===== src/rtl/skintone_result_collector_pkg.sv =====
// rtl/skintone_result_collector_pkg.sv - shared widths, FIFO entry layout and error cause encoding
// Also imported by the pixel feeder for the err cause encoding.
package skintone_result_collector_pkg;

  localparam int WORD_W  = 32;
  localparam int BYTE_W  = 8;
  localparam int LANES   = 4;
  localparam int BYTES_W = 3;

  typedef enum logic [1:0] {
    ERR_NONE       = 2'd0,
    ERR_UNDERFLOW  = 2'd1,
    ERR_OVERFLOW   = 2'd2,
    ERR_ISSUE_VIOL = 2'd3
  } err_cause_e;

  typedef struct packed {
    logic [BYTES_W-1:0] bytes;
    logic [WORD_W-1:0]  data;
  } fifo_entry_t;

  // Keeps byte lanes below n, clears the rest (partial-word emission).
  function automatic logic [WORD_W-1:0] lane_mask(input logic [1:0] n);
    logic [WORD_W-1:0] m;
    m = '0;
    for (int i = 0; i < LANES; i++) begin
      if (i < int'(n)) m[i*BYTE_W +: BYTE_W] = '1;
    end
    return m;
  endfunction

endpackage


===== src/rtl/skintone_word_fifo.sv =====
// rtl/skintone_word_fifo.sv - parameterised first-word-fall-through FIFO with occupancy count
// Push while full is accepted only when a pop happens in the same cycle.
module skintone_word_fifo #(
  parameter int DEPTH = 8,
  parameter int W     = 35
) (
  input  logic                     clk,
  input  logic                     rst,
  input  logic                     push,
  input  logic [W-1:0]             push_data,
  input  logic                     pop,
  output logic [W-1:0]             head_data,
  output logic                     head_valid,
  output logic                     full,
  output logic [$clog2(DEPTH):0]   count
);

  localparam int AW = $clog2(DEPTH);

  logic [W-1:0] mem [DEPTH];
  logic [AW:0]  wr_ptr;
  logic [AW:0]  rd_ptr;
  logic         do_push;
  logic         do_pop;

  assign do_pop  = pop && head_valid;
  assign do_push = push && (!full || do_pop);

  always_ff @(posedge clk or posedge rst) begin
    if (rst) begin
      wr_ptr <= '0;
      rd_ptr <= '0;
    end else begin
      if (do_push) wr_ptr <= wr_ptr + 1'b1;
      if (do_pop)  rd_ptr <= rd_ptr + 1'b1;
    end
  end

  always_ff @(posedge clk) begin
    if (do_push) mem[wr_ptr[AW-1:0]] <= push_data;
  end

  assign count      = wr_ptr - rd_ptr;
  assign head_valid = (count != '0);
  assign full       = (count == (AW+1)'(DEPTH));
  assign head_data  = mem[rd_ptr[AW-1:0]];

endmodule


===== src/rtl/skintone_result_collector.sv =====
// rtl/skintone_result_collector.sv - packs datapath result bytes into words and issues pixel credits
// Optional partial-word flush is enabled by defining SKINTONE_COLLECT_FLUSH_EN.
module skintone_result_collector
  import skintone_result_collector_pkg::*;
#(
  parameter int FIFO_DEPTH = 8,
  parameter int CNT_W      = 6
) (
  input  logic              clk,
  input  logic              rst,
  input  logic              pixel_issue,
  output logic              issue_allow,
  input  logic [BYTE_W-1:0] result_datain,
  input  logic              result_datain_valid,
  input  logic              flush,
  output logic [WORD_W-1:0] word_dataout,
  output logic [2:0]        word_bytes,
  output logic              word_dataout_valid,
  input  logic              word_dataout_ready,
  output logic              idle,
  output logic              err
);

  localparam int AW = $clog2(FIFO_DEPTH);
  localparam int CW = CNT_W + 2;

  logic [CNT_W-1:0] inflight;
  logic [1:0]       pack_cnt;
  logic [23:0]      pack_reg;
  logic [AW:0]      fifo_count;
  logic             fifo_full;
  logic             fifo_valid;
  logic             fifo_push;
  logic             fifo_pop;
  fifo_entry_t      push_entry;
  fifo_entry_t      head_entry;
  logic [CW-1:0]    committed;
  logic             word_done;
  logic             flush_push;
  logic             flush_bad;
  logic [3:0]       err_hit;

  // Every pixel in flight, every packed byte and every buffered word holds a byte slot.
  assign committed   = (CW'(fifo_count) << 2) + CW'(pack_cnt) + CW'(inflight);
  assign issue_allow = (committed < CW'(LANES * FIFO_DEPTH));

  assign word_done = result_datain_valid && (pack_cnt == 2'd3);
  assign fifo_pop  = fifo_valid && word_dataout_ready;

`ifdef SKINTONE_COLLECT_FLUSH_EN
  assign flush_bad  = flush && ((inflight != '0) || result_datain_valid);
  assign flush_push = flush && !flush_bad && (pack_cnt != 2'd0);
`else
  assign flush_bad  = flush & 1'b0;
  assign flush_push = 1'b0;
`endif

  always_comb begin
    push_entry = '0;
    fifo_push  = 1'b0;
    if (word_done) begin
      fifo_push        = 1'b1;
      push_entry.data  = {result_datain, pack_reg};
      push_entry.bytes = 3'd4;
    end else if (flush_push) begin
      fifo_push        = 1'b1;
      push_entry.data  = {8'h00, pack_reg} & lane_mask(pack_cnt);
      push_entry.bytes = {1'b0, pack_cnt};
    end
  end

  always_comb begin
    err_hit                 = '0;
    err_hit[ERR_UNDERFLOW]  = result_datain_valid && (inflight == '0);
    err_hit[ERR_OVERFLOW]   = fifo_push && fifo_full && !fifo_pop;
    err_hit[ERR_ISSUE_VIOL] = (pixel_issue && !issue_allow) || flush_bad;
  end

  always_ff @(posedge clk or posedge rst) begin
    if (rst) begin
      inflight <= '0;
      pack_cnt <= 2'd0;
      pack_reg <= '0;
      err      <= 1'b0;
    end else begin
      if (pixel_issue && !result_datain_valid) begin
        inflight <= inflight + 1'b1;
      end else if (!pixel_issue && result_datain_valid && (inflight != '0)) begin
        inflight <= inflight - 1'b1;
      end
      // An overflowed word is simply not accepted by the FIFO; the packer still restarts.
      if (result_datain_valid) begin
        case (pack_cnt)
          2'd0:    pack_reg[7:0]   <= result_datain;
          2'd1:    pack_reg[15:8]  <= result_datain;
          2'd2:    pack_reg[23:16] <= result_datain;
          default: ;
        endcase
        pack_cnt <= (pack_cnt == 2'd3) ? 2'd0 : pack_cnt + 2'd1;
      end else if (flush_push) begin
        pack_cnt <= 2'd0;
      end
      if (|err_hit) err <= 1'b1;
    end
  end

  skintone_word_fifo #(
    .DEPTH (FIFO_DEPTH),
    .W     ($bits(fifo_entry_t))
  ) u_fifo (
    .clk        (clk),
    .rst        (rst),
    .push       (fifo_push),
    .push_data  (push_entry),
    .pop        (fifo_pop),
    .head_data  (head_entry),
    .head_valid (fifo_valid),
    .full       (fifo_full),
    .count      (fifo_count)
  );

  assign word_dataout_valid = fifo_valid;
  assign word_dataout       = fifo_valid ? head_entry.data  : '0;
  assign word_bytes         = fifo_valid ? head_entry.bytes : '0;
  assign idle               = (inflight == '0) && (pack_cnt == 2'd0) && !fifo_valid;

endmodule


===== config.mk =====
export PLATFORM = sky130hd
export DESIGN_NAME = skintone_result_collector
export DESIGN_NICKNAME = d
export VERILOG_FILES = /design/src/rtl/skintone_result_collector_pkg.sv /design/src/rtl/skintone_word_fifo.sv /design/src/rtl/skintone_result_collector.sv
export SDC_FILE = /design/constraint.sdc
export NUM_CORES = 1
export LEC_CHECK = 0
export CORE_MARGIN = 2
export CORE_UTILIZATION = 46
export CTS_BUF_LIST = sky130_fd_sc_hd__clkbuf_16
export CTS_CLUSTER_SIZE = 8
export DETAILED_ROUTE_END_ITERATION = 12
export GPL_ROUTABILITY_DRIVEN = 0
export PLACE_DENSITY = 0.66
export SLEW_MARGIN = 25
export SYNTH_ARGS = -nofsm -noshare
export SYNTH_HDL_FRONTEND = slang
export SYNTH_SLANG_ARGS = --single-unit

===== constraint.sdc =====
create_clock -name clk -period 6.3 [get_ports clk]
set_input_delay 0.945 -clock clk [delete_from_list [all_inputs] [get_ports clk]]
set_output_delay 0.945 -clock clk [all_outputs]
set_load 0.02 [all_outputs]

==> results_dict.tcl, run 1 <==
set metrics [dict create \
    met2_length_um 13300 \
    max_slew_margin_pct 31.7 \
    grt_max_degree 70 \
    clock_latency_ns 0.52 \
    wl_per_cell_um 22.7 \
    ys.flop_type "edfxtp_1" \
    start_util_pct 46.6 \
    core-area_um2 26800 \
    end_kind "primary output" \
    n_fill_cell 2059 \
    seq_area_frac_synth_pct 71.7 \
    multiInputGateArea_um2 3340 \
    pwr_density_cell_nw_per_um2 508 \
    die_w_um 169 \
    routed_wl_um 25900 \
    final_area_um2 14700 \
    cts_tree "built" \
    synthTopCellsByArea "edfxtp_1 63%, mux4_2 12%, dfrtp_1 8.2%" \
    grt_pass1_wl_um 39600 \
    largest_register_ffs 264 \
    route.met3.wl_um 1300 \
    critPathMaxStageDelay_ns 0.77 \
    fin_util_pct 54.7 \
    dp_hpwl_um 13600 \
    area_growth_pct 17.5 \
    cts_setup_buffers 0 \
    cts_buffers 44 \
    yosysMostFrequentCell "edfxtp_1" \
    crit_path_start "u_fifo.rd_ptr[0]" \
    cts_buffer_depth 3 \
    initialDrtViolationCount 406 \
    setup-violations-final 0 \
    io_pins 53 \
    synth_top_area_share_pct 63.5 \
    worstHoldStart "pack_reg[2]" \
    rsz0062_at_grt "no" \
    final_net_count 794 \
    grtUsageTotal_pct 18.6 \
    leakage_uw 0.00528 \
    route.top_layer_used "met4" \
    drcViolationCount 0 \
    clockRootBuffer "clkbuf_16" \
    criticalPathCategory "register to primary output" \
    vias 6496 \
    synth_cell_type_count 52 \
    pwr-share-comb_pct 36.3 \
    switching_share_pct 32.7 \
    synth-edff-count 264 \
    status "finished clean" \
    path_cells "ha_1 -> inv_1 -> fa_1 -> xor2_1 -> or3_4 -> nor3b_4 -> buf_4 -> a21oi_1 -> clkdlybuf4s50_1" \
    cp.arrival_ns 4.17 \
    clockPowerShare_pct 28.4 \
    cts_resized 0 \
    maxCapViolCount 0 \
    timing.rr.start "u_fifo.rd_ptr[0]" \
    htreeDepth 2 \
    first_pass_iters 4 \
    skew_ns 0.00945 \
    p_int_uw 5010 \
    dieArea_um2 28500 \
    hold_violations 0 \
    grt_pass1_vias 6856 \
    crit_slowest_cell "dfrtp_4" \
    numClockSinks 305 \
    peakVddDrop_v 0.000489 \
    drt-vias-per-instance 5.71 \
    required_ns 5.35 \
    rows 60 \
    synth_common_cells "264 x edfxtp_1, 75 x nand2_1, 66 x mux4_2" \
    seq_area_um2 8960 \
    syn_area_um2 12500 \
    finalSetupTns_ns 0 \
    die_y_um 169 \
    numPortBuffers 49 \
    fmax_ghz 0.195 \
    drv_slew 0 \
    met1_length_um 10700 \
    grt.overflow.total 0 \
    yosys_warnings 0 \
    clk_pin_slew_ns 0.05 \
    start_kind "register" \
    async_reset_ff_share_pct 13.4 \
    power_switching_uw 2440 \
    hold_buffers 0 \
    synth_area_leader_cell "edfxtp_1" \
    ant_nets 0 \
    syn_area_per_cell_um2 18.1 \
    hp-class "register to register" \
    pwr-share-seq_pct 35.3 \
    antenna_found_initial 0 \
    ys_ff_latch 305 \
    period_share_pct 81.2 \
    place_area_um2 13400 \
    worstPathMaxFanout 34 \
    worst_pin_slew_ns 1.03 \
    syn-instance-count 688 \
    fin_crit_ns 5.12 \
    antenna_cells 0 \
    final_layout_size_suffix_gt1_share_pct 21.9 \
]
## worst max-delay path: cells and delay by family (launching register included)
| family | cells | cell delay (ns) |
|---|---|---|
| fa+ha+maj | 2 | 0.62 |
| buf+inv | 3 | 1.19 |
| simple gates | 2 | 0.67 |
| compound gates | 1 | 0.20 |
| flops | 1 | 0.77 |
| xor+xnor | 1 | 0.20 |
## area by class of cell
class                           count  share of cell area [%]
Clock buffer                       46                    7.85
Timing Repair Buffer               62                    4.01
Clock inverter                     36                    1.04
Inverter                           13                   0.333
Multi-Input combinational cell    334                    22.8
Sequential cell                   305                    61.1
Tap cell                          341                    2.91
## per-stage QoR
stage / worst slack, ns / total power [µW] / hold slack (ns) / cells
2_1_floorplan: 0.105 / 4430 / 0.471 / 689
3_3_place_gp: 1.72 / 5340 / 0.480 / 1055
3_5_place_dp: 1.68 / 5400 / 0.487 / 1055
4_1_cts: 1.12 / 7530 / 0.498 / 1137
5_1_grt: 0.990 / 7830 / 0.512 / 1137
6_report: 1.18 / 7450 / 0.495 / 1137
## cells in the final DEF (no fill, tap or decap), types with 2 or more instances in the layout
cell,instances
edfxtp_1,264
nand2_1,75
mux4_2,66
clkdlybuf4s50_1,49
inv_1,46
clkbuf_16,46
a21oi_1,40
dfrtp_1,39
and3_1,33
mux2_2,30
ha_1,18
buf_4,13
o21ai_0,7
xnor2_1,7
xor2_1,4
nor2_1,3
nand4_1,3
nand3_1,2
nor2_2,2
a21o_1,2
nand2b_1,2
o211ai_1,2
a211oi_1,2
and4_1,2
o31ai_1,2
o21bai_1,2
nor3_1,2
fa_1,2
conb_1,2
## kinds of logic (layout without fill, tap and decap cells)
logic type,count (synthesis),count (layout),share of synthesized area (%)
other cells,1,2,0.0300
compound gates,64,64,3.05
buf+inv,50,157,1.73
mux,98,98,14.8
fa+ha+maj,20,20,2.12
flops,305,305,71.7
simple gates,139,139,5.80
xor+xnor,11,11,0.772
## power by group through the flow
stage               Clock [µW]  Combinational, µW  Sequential [µW]
finish                    2110               2700             2630
global route              2240               2930             2660
CTS                       2150               2750             2630
detailed placement           0               2730             2670
global placement             0               2690             2650
floorplan                    0               1860             2570
## final timing paths
| path | endpoint | slack, ns | cells past startpoint |
|---|---|---|---|
| max | word_bytes[2] | 1.18 | 9 |
| min | pack_reg[2] | 0.49 | 1 |
| max reg2reg | u_fifo.mem[6][8] | 2.60 | 9 |
| min reg2reg | pack_reg[2] | 0.49 | 1 |
| max in group asynchronous | u_fifo.rd_ptr[0] | 5.01 | 3 |
| min in group asynchronous | inflight[4] | 0.86 | 3 |
## per-layer routing
layer / up-vias / GRT usage (%)
met1: 3414 / 23.9
met2: 176 / 32.6
met3: 46 / 3.20
met4: 0 / 5.77
met5: - / 0
li1: 2860 / -
(Power assumes the default switching activity.)
==> run 2: changes to the inputs <==
--- a/config.mk
+++ b/config.mk
@@ -11,7 +11,6 @@
 export CTS_CLUSTER_SIZE = 8
 export DETAILED_ROUTE_END_ITERATION = 12
 export GPL_ROUTABILITY_DRIVEN = 0
-export PLACE_DENSITY = 0.66
 export SLEW_MARGIN = 25
 export SYNTH_ARGS = -nofsm -noshare
 export SYNTH_HDL_FRONTEND = slang
==> constraint.sdc (replaced) <==
create_clock -name clk -period 5.2 [get_ports clk]
set_input_delay 0.78 -clock clk [delete_from_list [all_inputs] [get_ports clk]]
set_output_delay 0.78 -clock clk [all_outputs]
set_load 0.02 [all_outputs]
==> run 2 against run 1 <==
  * Utilization is the same
  * Design area is the same
  * Clock power grew 19%
  * Via count shrank 1.1%
  * Sequential power grew 21%
  * Non-clock buffer count grew 4
  * Routed wire length grew 2.9%
  * Critical endpoint is now word_dataout[14]
  * Clock skew grew 0.0067 ns
  * Hold slack lost 0.0011 ns
  * Worst setup slack lost 0.86 ns
==> results_dict.tcl, run 2 (same netlist as run 1, synthesis figures left out) <==
set metrics [dict create \
    peakVddDrop_v 0.000419 \
    hp-class "register to register" \
    setup_slack_ns 0.325 \
    rows 60 \
    maxCapViolCount 0 \
    status "finished clean" \
    start_util_pct 46.6 \
    grt_pass1_wl_um 40600 \
    end_kind "primary output" \
    numPortBuffers 49 \
    fin_crit_ns 4.87 \
    holdPathStages 1 \
    io_pins 53 \
    start_kind "register" \
    final_area_um2 14700 \
    fmax_ghz 0.205 \
    wl_per_cell_um 23.4 \
    dieArea_um2 28500 \
    grt_max_degree 70 \
    largest_register_ffs 264 \
    die_y_um 169 \
    skew_ns 0.0162 \
    die_w_um 169 \
    required_ns 4.42 \
    antenna_found_initial 0 \
    final_layout_size_suffix_gt1_share_pct 22.6 \
    max_slew_margin_pct 30.8 \
    place_area_um2 13400 \
    period_share_pct 93.7 \
    finalSetupTns_ns 0 \
    htreeDepth 2 \
    criticalPathCategory "register to primary output" \
    cts_buffer_depth 3 \
    worst_pin_slew_ns 1.04 \
    layout_commonest_cell "edfxtp_1" \
    hold_buffers 0 \
    rsz0062_at_grt "no" \
    grt.overflow.total 0 \
    clockRootBuffer "clkbuf_16" \
    grt_pass1_vias 6894 \
    final_net_count 798 \
    area_growth_pct 17.5 \
    worstPathMaxFanout 35 \
    fin_util_pct 54.7 \
    leakage_uw 0.00529 \
    routed_wl_um 26600 \
    hold_violations 0 \
    ff2ff_setup_slack_ns 1.48 \
    core-area_um2 26800 \
    first_pass_iters 4 \
    cp.arrival_ns 4.09 \
    cts_tree "built" \
    clock_latency_ns 0.53 \
    cts_buffers 44 \
    setup-violations-final 0 \
    layout_common_cells "264 x edfxtp_1, 75 x nand2_1, 66 x mux4_2" \
    pwr_density_cell_nw_per_um2 614 \
    antenna_cells 0 \
    grtUsageTotal_pct 19.3 \
    cts_resized 0 \
    dp_hpwl_um 13500 \
    drt-vias-per-instance 5.64 \
    cts_setup_buffers 0 \
    numClockSinks 305 \
    initialDrtViolationCount 370 \
    r2r_cells 9 \
    clk_pin_slew_ns 0.05 \
    drv_slew 0 \
    vias 6426 \
    drcViolationCount 0 \
    dp_slack_ns 0.800 \
    whs_ns 0.493 \
    ant_nets 0 \
    n_fill_cell 2069 \
]
run 2: cell types whose count changed in the layout (fill, tap and decap cells not counted), sizes merged:
cell      previous run  this run
clkbuf              46        45
buf                 13        17
clkinvlp             0         1
clkinv               3         1
run 2: critical path, cell delays in order (launching register included):
cell and delay (ns):
dfrtp_4 0.77, ha_1 0.25, inv_1 0.05, fa_1 0.38, xor2_1 0.20, or3_4 0.38, nor3b_4 0.22, buf_4 0.54
a21oi_1 0.19, clkdlybuf4s50_1 0.59
run 2: worst paths after layout:
path / endpoint / startpoint
max: word_dataout[14] / u_fifo.rd_ptr[0]
min: pack_reg[2] / pack_reg[2]
max reg2reg: u_fifo.mem[3][24] / u_fifo.rd_ptr[0]
min reg2reg: pack_reg[2] / pack_reg[2]
max in group asynchronous: u_fifo.rd_ptr[0] / rst
min in group asynchronous: err / rst
run 2: stage by stage:
step	instances	total power, µW
finish	1139	9000
floorplan	689	5360
detailed placement	1059	6570
global placement	1059	6500
CTS	1139	9120
global route	1139	9480
run 2: layout make-up:
class / instances / area [µm²] / share of cell area, %
flip-flops and latches: 305 / 8960 / 61.1
multi-input cells: 334 / 3340 / 22.8
clock buffers: 45 / 1130 / 7.68
repair buffers: 66 / 618 / 4.21
well taps: 341 / 427 / 2.91
clock inverters: 35 / 145 / 0.990
inverters: 13 / 48.8 / 0.333
run 2: report_power, final:
part	switching, µW	internal, µW
registers	220	2970
logic	1770	1530
clock network	978	1540
total	2960	6040
run 2: routing by layer:
metal / vias to the layer above / GRT usage (%) / wire length [µm]
met5: - / 0 / 0
met4: 0 / 5.36 / 517
met3: 44 / 3.53 / 1180
met2: 143 / 32.8 / 13400
met1: 3371 / 25.8 / 11500
li1: 2868 / - / -
